[src/rtl/gpi_debounce_pkg.sv]
// Shared constants and configuration record for the GPI debounce block.
package gpi_debounce_pkg;

  localparam int unsigned DefaultWidth          = 8;
  localparam int unsigned DefaultDebounceCycles = 500000;
  localparam int unsigned SimDebounceCycles     = 4;

  typedef struct packed {
    int unsigned width;
    int unsigned debounce_cycles;
  } debounce_cfg_t;

  localparam debounce_cfg_t DefaultCfg = '{width: DefaultWidth,
                                           debounce_cycles: DefaultDebounceCycles};
  localparam debounce_cfg_t SimCfg     = '{width: DefaultWidth,
                                           debounce_cycles: SimDebounceCycles};

  // The counter only has to reach DebounceCycles-1, so $clog2 is enough bits.
  function automatic int unsigned cnt_width(input int unsigned cycles);
    return (cycles < 2) ? 1 : $clog2(cycles);
  endfunction

endpackage

[src/rtl/gpi_debounce_chan.sv]
// One debounce channel: 2-flop synchroniser, stability counter, level and edge strobes.
module gpi_debounce_chan
  import gpi_debounce_pkg::*;
#(
  parameter int unsigned DebounceCycles = SimDebounceCycles
) (
  input  logic clk_sys_i,
  input  logic rst_sys_i,
  input  logic raw_i,
  output logic level_o,
  output logic rise_o,
  output logic fall_o
);

  localparam int unsigned     CntW    = cnt_width(DebounceCycles);
  localparam logic [CntW-1:0] CntTerm = CntW'(DebounceCycles - 1);

  logic            s1_q, s2_q;
  logic [CntW-1:0] cnt_q, cnt_d;
  logic            level_q, level_d;
  logic            rise_q, rise_d;
  logic            fall_q, fall_d;

  // Any sample matching the current level restarts the stability window.
  always_comb begin
    cnt_d   = cnt_q;
    level_d = level_q;
    rise_d  = 1'b0;
    fall_d  = 1'b0;
    if (s2_q == level_q) begin
      cnt_d = '0;
    end else if (cnt_q == CntTerm) begin
      cnt_d   = '0;
      level_d = s2_q;
      rise_d  = s2_q;
      fall_d  = ~s2_q;
    end else begin
      cnt_d = cnt_q + 1'b1;
    end
  end

  always_ff @(posedge clk_sys_i) begin
    if (rst_sys_i) begin
      s1_q    <= 1'b0;
      s2_q    <= 1'b0;
      cnt_q   <= '0;
      level_q <= 1'b0;
      rise_q  <= 1'b0;
      fall_q  <= 1'b0;
    end else begin
      s1_q    <= raw_i;
      s2_q    <= s1_q;
      cnt_q   <= cnt_d;
      level_q <= level_d;
      rise_q  <= rise_d;
      fall_q  <= fall_d;
    end
  end

  assign level_o = level_q;
  assign rise_o  = rise_q;
  assign fall_o  = fall_q;

endmodule

[src/rtl/gpi_debounce.sv]
// Debounces Width raw board inputs; optional edge-pending interrupt logic is
// enabled by defining GPI_DEBOUNCE_IRQ_EN.
module gpi_debounce
  import gpi_debounce_pkg::*;
#(
  parameter int unsigned Width          = DefaultCfg.width,
  parameter int unsigned DebounceCycles = DefaultCfg.debounce_cycles
) (
  input  logic             clk_sys_i,
  input  logic             rst_sys_i,
  input  logic [Width-1:0] gp_raw_i,
  output logic [Width-1:0] gp_o,
  output logic [Width-1:0] gp_rise_o,
  output logic [Width-1:0] gp_fall_o
`ifdef GPI_DEBOUNCE_IRQ_EN
  ,
  input  logic [Width-1:0] irq_en_i,
  input  logic [Width-1:0] irq_clr_i,
  output logic [Width-1:0] irq_pend_o,
  output logic             irq_o
`endif
);

  for (genvar i = 0; i < Width; i++) begin : g_chan
    gpi_debounce_chan #(
      .DebounceCycles(DebounceCycles)
    ) u_chan (
      .clk_sys_i(clk_sys_i),
      .rst_sys_i(rst_sys_i),
      .raw_i    (gp_raw_i[i]),
      .level_o  (gp_o[i]),
      .rise_o   (gp_rise_o[i]),
      .fall_o   (gp_fall_o[i])
    );
  end

`ifdef GPI_DEBOUNCE_IRQ_EN
  logic [Width-1:0] pend_q, pend_d;
  logic             irq_q;

  // A new edge outranks a clear arriving in the same cycle.
  always_comb begin
    pend_d = ((gp_rise_o | gp_fall_o) & irq_en_i) | (pend_q & ~irq_clr_i);
  end

  always_ff @(posedge clk_sys_i) begin
    if (rst_sys_i) begin
      pend_q <= '0;
      irq_q  <= 1'b0;
    end else begin
      pend_q <= pend_d;
      irq_q  <= |pend_d;
    end
  end

  assign irq_pend_o = pend_q;
  assign irq_o      = irq_q;
`else
  // Without the interrupt option the block is purely the debounced channels.
`endif

endmodule

[config.mk]
export PLATFORM = sky130hd
export DESIGN_NAME = gpi_debounce
export DESIGN_NICKNAME = d
export VERILOG_FILES = /design/src/rtl/gpi_debounce_pkg.sv /design/src/rtl/gpi_debounce_chan.sv /design/src/rtl/gpi_debounce.sv
export SDC_FILE = /design/constraint.sdc
export NUM_CORES = 1
export LEC_CHECK = 0
export ABC_AREA = 1
export BUFFER_PORTS_ARGS = -buffer_cell sky130_fd_sc_hd__clkbuf_2
export CAP_MARGIN = 10
export CELL_PAD_IN_SITES_DETAIL_PLACEMENT = 2
export CELL_PAD_IN_SITES_GLOBAL_PLACEMENT = 2
export CORE_MARGIN = 3
export CORE_UTILIZATION = 35
export CTS_CLUSTER_SIZE = 16
export DETAILED_ROUTE_END_ITERATION = 8
export PLACE_DENSITY = 0.82
export SETUP_SLACK_MARGIN = 0.3
export SYNTH_ARGS = -nofsm -noshare
export SYNTH_HDL_FRONTEND = slang
export SYNTH_SLANG_ARGS = --single-unit
[constraint.sdc]
create_clock -name clk_sys_i -period 2.1 [get_ports clk_sys_i]
set_clock_uncertainty 0.05 [all_clocks]
set_input_delay 0.315 -clock clk_sys_i [delete_from_list [all_inputs] [get_ports clk_sys_i]]
set_output_delay 0.315 -clock clk_sys_i [all_outputs]
set_load 0.02 [all_outputs]
==> impl_summary.txt, run 1 <==
----------------------------------------------------
[Outcome]
  Run status ... completed

[Synth]
  Share of synthesized area occupied by flip-flops and latches ... 0.412
  Flip-flop and latch count after synthesis ... 192
  Mapped cell area ... between 0.009 and 0.01 sq mm
  Count of unique library cells instantiated by Yosys ... 33
  Number of enable-type register cells in the synthesized netlist ... 0
  Main synth FF type ... sky130_fd_sc_hd__dfxtp_1
  FFs w/ async S/R, synth ... 0
  Synthesis warning total ... 0
  Syn Inst Count ... ~1400
  Synth Area per Inst ... 6.88 sq um
  Number of nets produced by synthesis ... around 1400

[Routing]
  Drt via density ... 4.83
  Vias after detailed routing ... 8441
  Post-route DRC ... 0
  DRT Pass-1 Iters ... 4
  Final ANT Viol Nets ... 0
  Aggregate routed wire length ... 27.1 mm
  Routed wire length per instance ... 15.5 microns
  Number of violations reported at the end of detailed-routing iteration 0 ... ~290

[Finish]
  Nets ... between 1000 and 1500
  Area overhead of the layout relative to synthesis ... 13.8%
  Share of cells above drive strength 1 ... 0.103
  Fill cell instance count of the final layout ... 3159
  Number of diodes added for antenna fixing ... 0
  Post-route standard cell area excluding fillers ... 0.0106 sq mm

[Clock tree]
  CTS Sinks ... around 190
  Cell chosen for the clock root ... sky130_fd_sc_hd__clkbuf_16
  Number of buffers inserted during clock tree synthesis ... 17
  Skew-Pair Late Insertion Delay ... around 440 ps
  H-Tree Level Count ... 4
  Bufs on Longest Clock Path ... 2
  Clock tree from TritonCTS ... built
  Clk slew on worst S/H paths ... approximately 70 ps

[Flow run]
  Number of max-cap violations ... 0

[Power and ir drop]
  Pint ... 5880 uW
  Gate power share ... 0.017
  Net switching power of the design ... between 1500 and 2000 uW
  Peak VDD IR ... about 0.00046 V
  Sw Share ... 0.219
  Power per unit of standard cell area ... approximately 710 mW/mm^2
  Static power due to leakage ... about 0.0036 uW
  Clk pwr share ... 0.495
  Sequential Power Share ... 0.488

[STA]
  Min Hold Slack ... 22.2 ps
  Least-Margin Pin Slew ... 501 ps
  Timing-limited maximum frequency ... around 600 MHz
  Max-slew violation total from the final report ... 0
  RSZ-0062 raised after global routing ... true
  Worst slew slack as a fraction of its limit ... 0.665
  Number of setup violations in the final report ... 0
  Final hold violations ... 0
  Minimum clock period ... 1670 ps
  Final period util ... 0.797
  Aggregate negative setup slack ... 0 ps

[Die]
  FP Rows ... 59
  Die X-Extent ... 169 microns
  Core Footprint ... between 0.02 and 0.03 sq mm
  Area of the die ... 0.0287 sq mm
  Effective utilization at floorplan ... 0.357
  Die Y ... about 170 microns
  Number of top-level design ports ... 34

[Setup path]
  Ordered list of cells on the worst path ... ha_1, nand2_1, nor3_2, nand3_2, nand2_4, nor2_1
  Worst r2r path cells ... 6
  Worst endpoint data arrival time ... around 2000 ps
  Category of the worst setup path launch point ... flop
  Highest fanout seen on the critical path ... 10
  Required time of the critical path ... about 2400 ps
  Capturing element type of the critical path ... flop
  Cell with the largest stage delay on the worst path ... sky130_fd_sc_hd__dfxtp_1
  Worst setup path category ... flop to flop
  Largest stage delay, worst path ... roughly 420 ps

[Min path]
  Hold Crit Depth ... 3
  Min-delay worst type ... input pin to flop

[Placement]
  Routability-driven placement congestion ratio ... a little under 0.8
  Cell area after placement ... approximately 0.0097 sq mm
  Number of input and output port buffers inserted ... 33
  Half-perimeter wire length after placement ... ~19 mm

[GRT]
  Final global-route overflow total ... 0
  Overall Global Routing Usage ... 0.192
  Number of antenna violations at the first check in global routing ... 0
  Busiest layer in global routing ... met2
  Met3 track utilization from global routing ... 0.0256
  Global-route wire length before repair ... 45.3 mm
  Via count of the first global-routing pass ... just over 9000
  Fraction of met1 tracks used by global routing ... 0.230
  Met2 Use GR ... 0.360
  Largest net degree at the start of global routing ... 23

----------------------------------------------------
-- sequential cells by signal, indices dropped and copies added (netlist names) --
register	count
g_chan.u_chan.level_o	8
g_chan.u_chan.fall_o	8
g_chan.u_chan.s1_q	8
g_chan.u_chan.rise_o	8
g_chan.u_chan.cnt_q	152
g_chan.u_chan.s2_q	8
-- final timing paths --
path / endpoint / slack [ps] / start
max: g_chan[3].u_chan.cnt_q[0] / 430 / g_chan[3].u_chan.cnt_q[0]
min: g_chan[4].u_chan.s1_q / 20 / gp_raw_i[4]
max reg2reg: g_chan[3].u_chan.cnt_q[0] / 430 / g_chan[3].u_chan.cnt_q[0]
min reg2reg: g_chan[4].u_chan.s2_q / 360 / g_chan[4].u_chan.s1_q
-- through the flow --
stage	std cells	worst slack [ps]	power (uW)	util
6_report	1749	427	7530	0.407
5_1_grt	1749	229	7790	0.407
4_1_cts	1739	318	7640	0.401
3_5_place_dp	1694	282	3860	0.370
3_3_place_gp	1694	378	3850	0.370
2_1_floorplan	1357	630	3820	-
-- cell type report --
cell class | count | area (sq um) | area share
flip-flops and latches | 192 | 3840 | 0.362
well taps | 335 | 419 | 0.0394
clock buffers | 18 | 439 | 0.0413
clock inverters | 14 | 226 | 0.0213
repair buffers | 57 | 403 | 0.0379
multi-input cells | 965 | 4660 | 0.439
inverters | 168 | 632 | 0.0595
-- power by group through the flow --
stage	Sequential (uW)	Clock [uW]	Combinational, uW
final	3670	3730	125
after global routing	3670	3980	140
after CTS	3670	3850	118
after detailed placement	3760	0	100
after global placement	3760	0	96.1
after floorplan	3750	0	64.5
-- cell usage after synthesis, types with 12 or more instances --
cell type	count	area share
sky130_fd_sc_hd__dfxtp_1	192	0.41
sky130_fd_sc_hd__nor3_1	19	0.010
sky130_fd_sc_hd__o21ai_0	14	0.0075
sky130_fd_sc_hd__buf_4	24	0.019
sky130_fd_sc_hd__xnor2_1	26	0.024
sky130_fd_sc_hd__inv_1	163	0.066
sky130_fd_sc_hd__nand3_1	66	0.035
sky130_fd_sc_hd__nand2_1	336	0.14
sky130_fd_sc_hd__xor2_1	46	0.043
sky130_fd_sc_hd__nand3_2	12	0.013
sky130_fd_sc_hd__a21oi_1	48	0.026
sky130_fd_sc_hd__nand4_1	24	0.016
sky130_fd_sc_hd__nor2_2	14	0.0094
sky130_fd_sc_hd__nor2_1	312	0.13
-- metal layers --
layer | vias up | wire (microns)
li1 | 4242 | -
met1 | 4110 | 12300
met2 | 64 | 14100
met3 | 25 | 417
met4 | 0 | 331
met5 | - | 0
-- cell usage in the layout, fill, tap and decap left out, drive strengths merged, types with 5 or more instances in the layout --
cell / synthesis / routed
nand4: 24 / 24
nor2: 328 / 328
nand3b: 9 / 9
nand3: 78 / 78
xnor2: 26 / 26
inv: 166 / 170
ha: 8 / 8
a21oi: 48 / 48
clkinv: 2 / 5
buf: 34 / 21
xor2: 46 / 46
clkbuf: 0 / 51
nor3: 19 / 19
dfxtp: 192 / 192
nand2: 340 / 342
or2: 10 / 10
o21ai: 21 / 21
bufinv: 0 / 5
-- critical path, delay by kind of cell (launching register included) --
family	cells	cell delay [ps]
adder cells (fa/ha/maj)	1	240
flip-flops	1	420
AND/OR/NAND/NOR	5	850
-- cells by family (layout without fill, tap and decap cells) --
family,Yosys count,count (layout),synth area share
adder cells (fa/ha/maj),8,8,0.0107
flip-flops,192,192,0.412
AO/OA/AOI/OAI,73,73,0.0463
XOR/XNOR,72,72,0.0676
buffers and inverters,202,257,0.0976
AND/OR/NAND/NOR,810,812,0.366
-- what timing repair did --
| item | in CTS | in global routing |
|---|---|---|
| pin swaps | 4 | 3 |
| resized for setup | 1 | 16 |
| gates cloned | 0 | 2 |
| hold buffers | 3 | 0 |
| buffers inserted | 10 | 8 |
| setup endpoints to repair | 20 | 70 |
| endpoints found under the hold margin | 3 | 0 |
No activity file was read; power rests on OpenSTA's default activity.
==> run 2: changes to the inputs <==
--- a/config.mk
+++ b/config.mk
@@ -11,10 +11,10 @@
 export CELL_PAD_IN_SITES_DETAIL_PLACEMENT = 2
 export CELL_PAD_IN_SITES_GLOBAL_PLACEMENT = 2
 export CORE_MARGIN = 3
-export CORE_UTILIZATION = 35
+export CORE_UTILIZATION = 32
 export CTS_CLUSTER_SIZE = 16
 export DETAILED_ROUTE_END_ITERATION = 8
-export PLACE_DENSITY = 0.82
+export PLACE_DENSITY = 0.79
 export SETUP_SLACK_MARGIN = 0.3
 export SYNTH_ARGS = -nofsm -noshare
 export SYNTH_HDL_FRONTEND = slang
==> constraint.sdc (replaced) <==
create_clock -name clk_sys_i -period 1.52 [get_ports clk_sys_i]
set_clock_uncertainty 0.05 [all_clocks]
set_input_delay 0.228 -clock clk_sys_i [delete_from_list [all_inputs] [get_ports clk_sys_i]]
set_output_delay 0.228 -clock clk_sys_i [all_outputs]
set_load 0.02 [all_outputs]
==> impl_summary.txt, run 2 (synthesis results as in run 1) <==
----------------------------------------------------
[Outcome]
  Run status ... finished with violations (was completed)
  Failing checks ... negative setup slack

[Finish]
  Max reg flops ... 152 (unchanged)
  Combined area of the multi-input logic cells ... 0.00667 sq mm (was 0.00466 sq mm)
  Register containing the most flip-flops in the final layout ... g_chan.u_chan.cnt_q (unchanged)
  Fin cells ... 1960 (was 1749)
  Area overhead of the layout relative to synthesis ... 56.5% (was 13.8%)
  Commonest non-fill, non-tap cell in the layout ... sky130_fd_sc_hd__nand2_1 (unchanged)
  Storage cell area ... 0.00406 sq mm (was 0.00384 sq mm)
  Nets ... 1587 (was 1419)
  Post-route standard cell area excluding fillers ... 0.0146 sq mm (was 0.0106 sq mm)
  Commonest non-fill, non-tap cells in the layout ... 278 x sky130_fd_sc_hd__nand2_1, 133 x sky130_fd_sc_hd__inv_1, 124 x sky130_fd_sc_hd__nor2_1, 118 x sky130_fd_sc_hd__buf_4, 104 x sky130_fd_sc_hd__nor2_2 (was 336 x sky130_fd_sc_hd__nand2_1, 309 x sky130_fd_sc_hd__nor2_1, 191 x sky130_fd_sc_hd__dfxtp_1, 163 x sky130_fd_sc_hd__inv_1, 64 x sky130_fd_sc_hd__nand3_1)
  Share of cells above drive strength 1 ... 0.495 (was 0.103)
  Number of diodes added for antenna fixing ... 0 (unchanged)
  Fill cell instance count of the final layout ... 3076 (was 3159)

[Routing]
  DRT Pass-1 Iters ... 5 (was 4)
  Routed wire length per instance ... 25.5 microns (was 15.5 microns)
  Post-route DRC ... 0 (unchanged)
  Drt via density ... 5.21 (was 4.83)
  Aggregate routed wire length ... 50.1 mm (was 27.1 mm)
  Number of violations reported at the end of detailed-routing iteration 0 ... 521 (was 285)
  Final ANT Viol Nets ... 0 (unchanged)
  Vias after detailed routing ... 10217 (was 8441)

[Setup path]
  Highest fanout seen on the critical path ... 2 (was 10)
  Cell with the largest stage delay on the worst path ... sky130_fd_sc_hd__dfxtp_2 (was sky130_fd_sc_hd__dfxtp_1)
  CP delay by family, top ... simple AND/OR/NAND/NOR gates (unchanged)
  Largest stage delay, worst path ... 390 ps (was 420 ps)
  Required time of the critical path ... 1860 ps (was 2370 ps)
  Buf+Inv Stages, Crit Path ... 2 (was 0)
  Worst endpoint data arrival time ... 2000 ps (was 1950 ps)
  Category of the worst setup path launch point ... flop (unchanged)
  Capturing element type of the critical path ... flop (unchanged)
  Worst setup path category ... flop to flop (unchanged)
  Ordered list of cells on the worst path ... ha_4, nand3_4, buf_6, nor2_4, buf_6, nand4_1, nand2_1, nand2_1, nor2_2 (was ha_1, nand2_1, nor3_2, nand3_2, nand2_4, nor2_1)

[STA]
  Final Worst Setup Slack ... -139 ps (was 427 ps)
  RSZ-0062 raised after global routing ... true (unchanged)
  Minimum clock period ... 1660 ps (was 1670 ps)
  Max-slew violation total from the final report ... 0 (unchanged)
  Final period util ... 1.09 (was 0.797)
  Number of setup violations in the final report ... 119 (was 0)
  Timing-limited maximum frequency ... 603 MHz (was 598 MHz)
  Worst slew slack as a fraction of its limit ... 0.728 (was 0.665)
  Final hold violations ... 0 (unchanged)
  Least-Margin Pin Slew ... 407 ps (was 501 ps)

[GRT]
  Global-route wire length before repair ... 58.3 mm (was 45.3 mm)
  Largest net degree at the start of global routing ... 19 (was 23)
  Number of antenna violations at the first check in global routing ... 0 (unchanged)
  Overall Global Routing Usage ... 0.234 (was 0.192)
  Final global-route overflow total ... 0 (unchanged)
  Via count of the first global-routing pass ... 10876 (was 9308)

[Flow run]
  Number of max-cap violations ... 0 (unchanged)

[Clock tree]
  Bufs on Longest Clock Path ... 2 (unchanged)
  Cell chosen for the clock root ... sky130_fd_sc_hd__clkbuf_16 (unchanged)
  CTS Sinks ... 192 (unchanged)
  Clock tree from TritonCTS ... built (unchanged)
  Skew-Pair Late Insertion Delay ... 480 ps (was 440 ps)
  Clk slew on worst S/H paths ... 90 ps (was 70 ps)
  Number of buffers inserted during clock tree synthesis ... 17 (unchanged)
  H-Tree Level Count ... 4 (unchanged)

[Placement]
  Cells after DPL ... 1786 (was 1694)
  Number of input and output port buffers inserted ... 33 (unchanged)
  Half-perimeter wire length after placement ... 19.9 mm (was 18.6 mm)
  Cell area after placement ... 0.0105 sq mm (was 0.00967 sq mm)
  Routability-driven placement congestion ratio ... 0.783 (was 0.774)

[Die]
  Core Footprint ... 0.0282 sq mm (was 0.0261 sq mm)
  Effective utilization at floorplan ... 0.330 (was 0.357)
  Die X-Extent ... 177 microns (was 169 microns)
  FP Rows ... 61 (was 59)
  Number of top-level design ports ... 34 (unchanged)
  Area of the die ... 0.0312 sq mm (was 0.0287 sq mm)
  Die Y ... 177 microns (was 169 microns)

[Power and ir drop]
  Peak VDD IR ... 0.000790 V (was 0.000462 V)
  Power per unit of standard cell area ... 693 mW/mm^2 (was 708 mW/mm^2)
  Static power due to leakage ... 0.00507 uW (was 0.00364 uW)

[Min path]
  Min-delay worst type ... input pin to flop (unchanged)

----------------------------------------------------
==> run 2: layer usage <==
| layer | global-route usage | up-vias | routed length [microns] |
|---|---|---|---|
| met5 | 0 | - | 0 |
| met4 | 0.0818 | 0 | 1900 |
| met3 | 0.0371 | 127 | 1200 |
| met2 | 0.454 | 247 | 28000 |
| met1 | 0.257 | 5252 | 18900 |
| li1 | - | 4591 | - |
==> run 2: report_power, final <==
part	internal [uW]	leakage (uW)	total (uW)	switching, uW
clock network	2210	0.000276	4720	2520
registers	5000	0.00161	5020	25.7
logic	160	0.00318	374	214
==> run 2: worst paths after layout <==
check,from,endpoint,slack [ps],cells after the start
setup / recovery,g_chan[6].u_chan.cnt_q[1],g_chan[6].u_chan.cnt_q[18],-140,9
hold reg to reg,g_chan[2].u_chan.s1_q,g_chan[2].u_chan.s2_q,380,2
setup reg to reg,g_chan[6].u_chan.cnt_q[1],g_chan[6].u_chan.cnt_q[18],-140,9
hold / removal,rst_sys_i,g_chan[3].u_chan.s2_q,140,3
==> run 2: cell type report <==
type                    count  area share
inverters                 168      0.0456
multi-input cells         969       0.456
well taps                 378      0.0324
clock inverters            13     0.00797
flip-flops and latches    192       0.278
repair buffers            221       0.150
clock buffers              19      0.0303
==> run 2: what timing repair did <==
item | CTS | global route
endpoints found under the setup margin | 194 | 198
hold buffers | 8 | 0
endpoints found under the hold margin | 8 | 0
setup buffers | 76 | 44
gates resized for setup | 300 | 435
cloned | 10 | 4
pin swaps | 67 | 86
==> run 2: worst min-delay path, cell delays in order <==
cell,delay (ps)
sky130_fd_sc_hd__clkbuf_2,150
sky130_fd_sc_hd__buf_12,180
sky130_fd_sc_hd__nor2_1,70
==> run 2: through the flow <==
stage | power (uW) | setup TNS (ps) | util | setup slack [ps] | hold WS (ps)
CTS | 9920 | 0 | 0.453 | 74.7 | 124
detailed placement | 5360 | 0 | 0.370 | 25.4 | 353
finish | 10100 | -4380 | 0.517 | -139 | 137
global route | 10300 | -11930 | 0.517 | -182 | 161
global placement | 5360 | 0 | 0.370 | 79.0 | 340
floorplan | 5280 | 0 | - | 150 | 285
==> run 3: changes to the inputs <==
--- a/config.mk
+++ b/config.mk
@@ -15,7 +15,9 @@
 export CTS_CLUSTER_SIZE = 16
 export DETAILED_ROUTE_END_ITERATION = 8
 export PLACE_DENSITY = 0.79
+export RECOVER_POWER = 25
 export SETUP_SLACK_MARGIN = 0.3
+export SLEW_MARGIN = 20
 export SYNTH_ARGS = -nofsm -noshare
 export SYNTH_HDL_FRONTEND = slang
 export SYNTH_SLANG_ARGS = --single-unit
==> impl_summary.txt, run 3 (synthesis results as in run 1) <==
----------------------------------------------------
[Outcome]
  Run status ... finished with violations (unchanged)
  Failing checks ... negative setup slack (unchanged)

[Die]
  Effective utilization at floorplan ... 0.330 (unchanged)
  Area of the die ... 0.0312 sq mm (unchanged)
  FP Rows ... 61 (unchanged)
  Core Footprint ... 0.0282 sq mm (unchanged)
  Die Y ... 177 microns (unchanged)
  Die X-Extent ... 177 microns (unchanged)
  Number of top-level design ports ... 34 (unchanged)

[GRT]
  Via count of the first global-routing pass ... 10876 (unchanged)
  Overall Global Routing Usage ... 0.234 (unchanged)
  Number of antenna violations at the first check in global routing ... 0 (unchanged)
  Final global-route overflow total ... 0 (unchanged)
  Largest net degree at the start of global routing ... 19 (unchanged)
  Global-route wire length before repair ... 58.3 mm (unchanged)

[Setup path]
  CP delay by family, top ... simple AND/OR/NAND/NOR gates (unchanged)
  Worst endpoint data arrival time ... 2000 ps (about the same)
  Category of the worst setup path launch point ... flop (unchanged)
  Cell with the largest stage delay on the worst path ... sky130_fd_sc_hd__dfxtp_2 (unchanged)
  Worst setup path category ... flop to flop (unchanged)
  Buf+Inv Stages, Crit Path ... 2 (unchanged)
  Worst setup slack for register-to-register paths ... -140 ps (about the same)
  Largest stage delay, worst path ... 390 ps (about the same)
  Highest fanout seen on the critical path ... 2 (unchanged)
  Required time of the critical path ... 1860 ps (about the same)
  Capturing element type of the critical path ... flop (unchanged)
  Ordered list of cells on the worst path ... ha_4, nand3_4, buf_6, nor2_4, buf_6, nand4_1, nand2_1, nand2_1, nor2_2 (unchanged)

[Routing]
  Aggregate routed wire length ... 50.1 mm (about the same)
  Final ANT Viol Nets ... 0 (unchanged)
  Drt via density ... 5.22 (was 5.21)
  Vias after detailed routing ... 10222 (was 10217)
  Number of violations reported at the end of detailed-routing iteration 0 ... 515 (was 521)
  Routed wire length per instance ... 25.5 microns (about the same)
  DRT Pass-1 Iters ... 5 (unchanged)
  Post-route DRC ... 0 (unchanged)

[Finish]
  Core Util, Final ... 0.517 (about the same)
  Commonest non-fill, non-tap cell in the layout ... sky130_fd_sc_hd__nand2_1 (unchanged)
  Commonest non-fill, non-tap cells in the layout ... 278 x sky130_fd_sc_hd__nand2_1, 133 x sky130_fd_sc_hd__inv_1, 124 x sky130_fd_sc_hd__nor2_1, 116 x sky130_fd_sc_hd__buf_4, 104 x sky130_fd_sc_hd__nor2_2 (was 278 x sky130_fd_sc_hd__nand2_1, 133 x sky130_fd_sc_hd__inv_1, 124 x sky130_fd_sc_hd__nor2_1, 118 x sky130_fd_sc_hd__buf_4, 104 x sky130_fd_sc_hd__nor2_2)
  Share of cells above drive strength 1 ... 0.489 (was 0.495)
  Max reg flops ... 152 (unchanged)
  Post-route standard cell area excluding fillers ... 0.0146 sq mm (about the same)
  Number of diodes added for antenna fixing ... 0 (unchanged)
  Nets ... 1587 (unchanged)
  Area overhead of the layout relative to synthesis ... 56.3% (was 56.5%)
  Register containing the most flip-flops in the final layout ... g_chan.u_chan.cnt_q (unchanged)
  Fill cell instance count of the final layout ... 3080 (was 3076)

[Placement]
  Cell area after placement ... 0.0105 sq mm (unchanged)
  Half-perimeter wire length after placement ... 19.9 mm (unchanged)
  Number of input and output port buffers inserted ... 33 (unchanged)
  Routability-driven placement congestion ratio ... 0.783 (unchanged)
  Worst slack after detailed placement ... 25.4 ps (unchanged)

[STA]
  Number of setup violations in the final report ... 119 (unchanged)
  Final hold violations ... 0 (unchanged)
  Final period util ... 1.09 (unchanged)
  Max-slew violation total from the final report ... 0 (unchanged)
  Min Hold Slack ... 137 ps (about the same)
  Timing-limited maximum frequency ... 603 MHz (unchanged)
  Minimum clock period ... 1660 ps (unchanged)
  Worst slew slack as a fraction of its limit ... 0.728 (about the same)
  RSZ-0062 raised after global routing ... true (unchanged)
  Least-Margin Pin Slew ... 407 ps (about the same)
  Final Worst Setup Slack ... -139 ps (unchanged)

[Clock tree]
  Number of buffers inserted during clock tree synthesis ... 17 (unchanged)
  CTS Sinks ... 192 (unchanged)
  Clk slew on worst S/H paths ... 90 ps (about the same)
  Cell chosen for the clock root ... sky130_fd_sc_hd__clkbuf_16 (unchanged)
  Skew-Pair Late Insertion Delay ... 480 ps (about the same)
  Bufs on Longest Clock Path ... 2 (unchanged)
  H-Tree Level Count ... 4 (unchanged)
  Clock tree from TritonCTS ... built (unchanged)

[Power and ir drop]
  Static power due to leakage ... 0.00505 uW (was 0.00507 uW)
  Peak VDD IR ... 0.000790 V (about the same)
  Power per unit of standard cell area ... 694 mW/mm^2 (was 693 mW/mm^2)

[Flow run]
  Number of max-cap violations ... 0 (unchanged)

[Min path]
  Min-delay worst type ... input pin to flop (unchanged)

----------------------------------------------------
run 3: changes by cell type in the layout (fill, tap and decap cells not counted):
cell	delta
sky130_fd_sc_hd__buf_4	-2
sky130_fd_sc_hd__dfxtp_1	+3
sky130_fd_sc_hd__dfxtp_2	-3
sky130_fd_sc_hd__clkbuf_1	+6
sky130_fd_sc_hd__buf_2	-1
sky130_fd_sc_hd__clkbuf_2	-3
run 3: path summary, 6_finish.rpt:
kind | end | depth (start not counted) | startpoint
min | g_chan[3].u_chan.s2_q | 3 | rst_sys_i
max reg2reg | g_chan[6].u_chan.cnt_q[18] | 9 | g_chan[6].u_chan.cnt_q[1]
min reg2reg | g_chan[2].u_chan.s2_q | 2 | g_chan[2].u_chan.s1_q
max | g_chan[6].u_chan.cnt_q[18] | 9 | g_chan[6].u_chan.cnt_q[1]
run 3: metrics by stage:
stage | power [uW] | std cells | TNS (ps)
6_report | 10100 | 1960 | -4360
5_1_grt | 10300 | 1960 | -11930
4_1_cts | 9920 | 1912 | 0
3_5_place_dp | 5360 | 1786 | 0
3_3_place_gp | 5360 | 1786 | 0
2_1_floorplan | 5280 | 1357 | 0
run 3: final cells by class:
cell class	instances	area, sq um	share of cell area
multi-input combinational	969	6670	0.457
sequential	192	4050	0.278
timing repair buffer	221	2170	0.149
inverter	168	666	0.0456
tap	378	473	0.0324
clock buffer	19	443	0.0304
clock inverter	13	116	0.00798
run 3: where the power goes:
group	leakage (uW)	total, uW	switching [uW]	internal, uW
logic	0.00316	374	214	160
registers	0.00161	5020	25.7	5000
clock network	0.000276	4720	2520	2210
total	0.00505	10100	2750	7370
run 3: per-layer routing:
layer / vias up / GRT usage / wire (microns)
met5: - / 0 / 0
met4: 0 / 0.0818 / 1900
met3: 127 / 0.0371 / 1210
met2: 251 / 0.454 / 28100
met1: 5253 / 0.257 / 18900
li1: 4591 / - / -
run 3: timing repair:
item                                    CTS  global route
setup buffers                            76            44
pin swaps                                67            86
resized for setup                       300           435
hold buffers                              8             0
endpoints found under the hold margin     8             0
cloned                                   10             4
endpoints found under the setup margin  194           198
run 3: worst register-to-register path, stage by stage (launching register included):
cell and delay [ps]:
sky130_fd_sc_hd__dfxtp_2 390, sky130_fd_sc_hd__ha_4 170, sky130_fd_sc_hd__nand3_4 90, sky130_fd_sc_hd__buf_6 140, sky130_fd_sc_hd__nor2_4 110, sky130_fd_sc_hd__buf_6 140, sky130_fd_sc_hd__nand4_1 140, sky130_fd_sc_hd__nand2_1 130
sky130_fd_sc_hd__nand2_1 70, sky130_fd_sc_hd__nor2_2 150
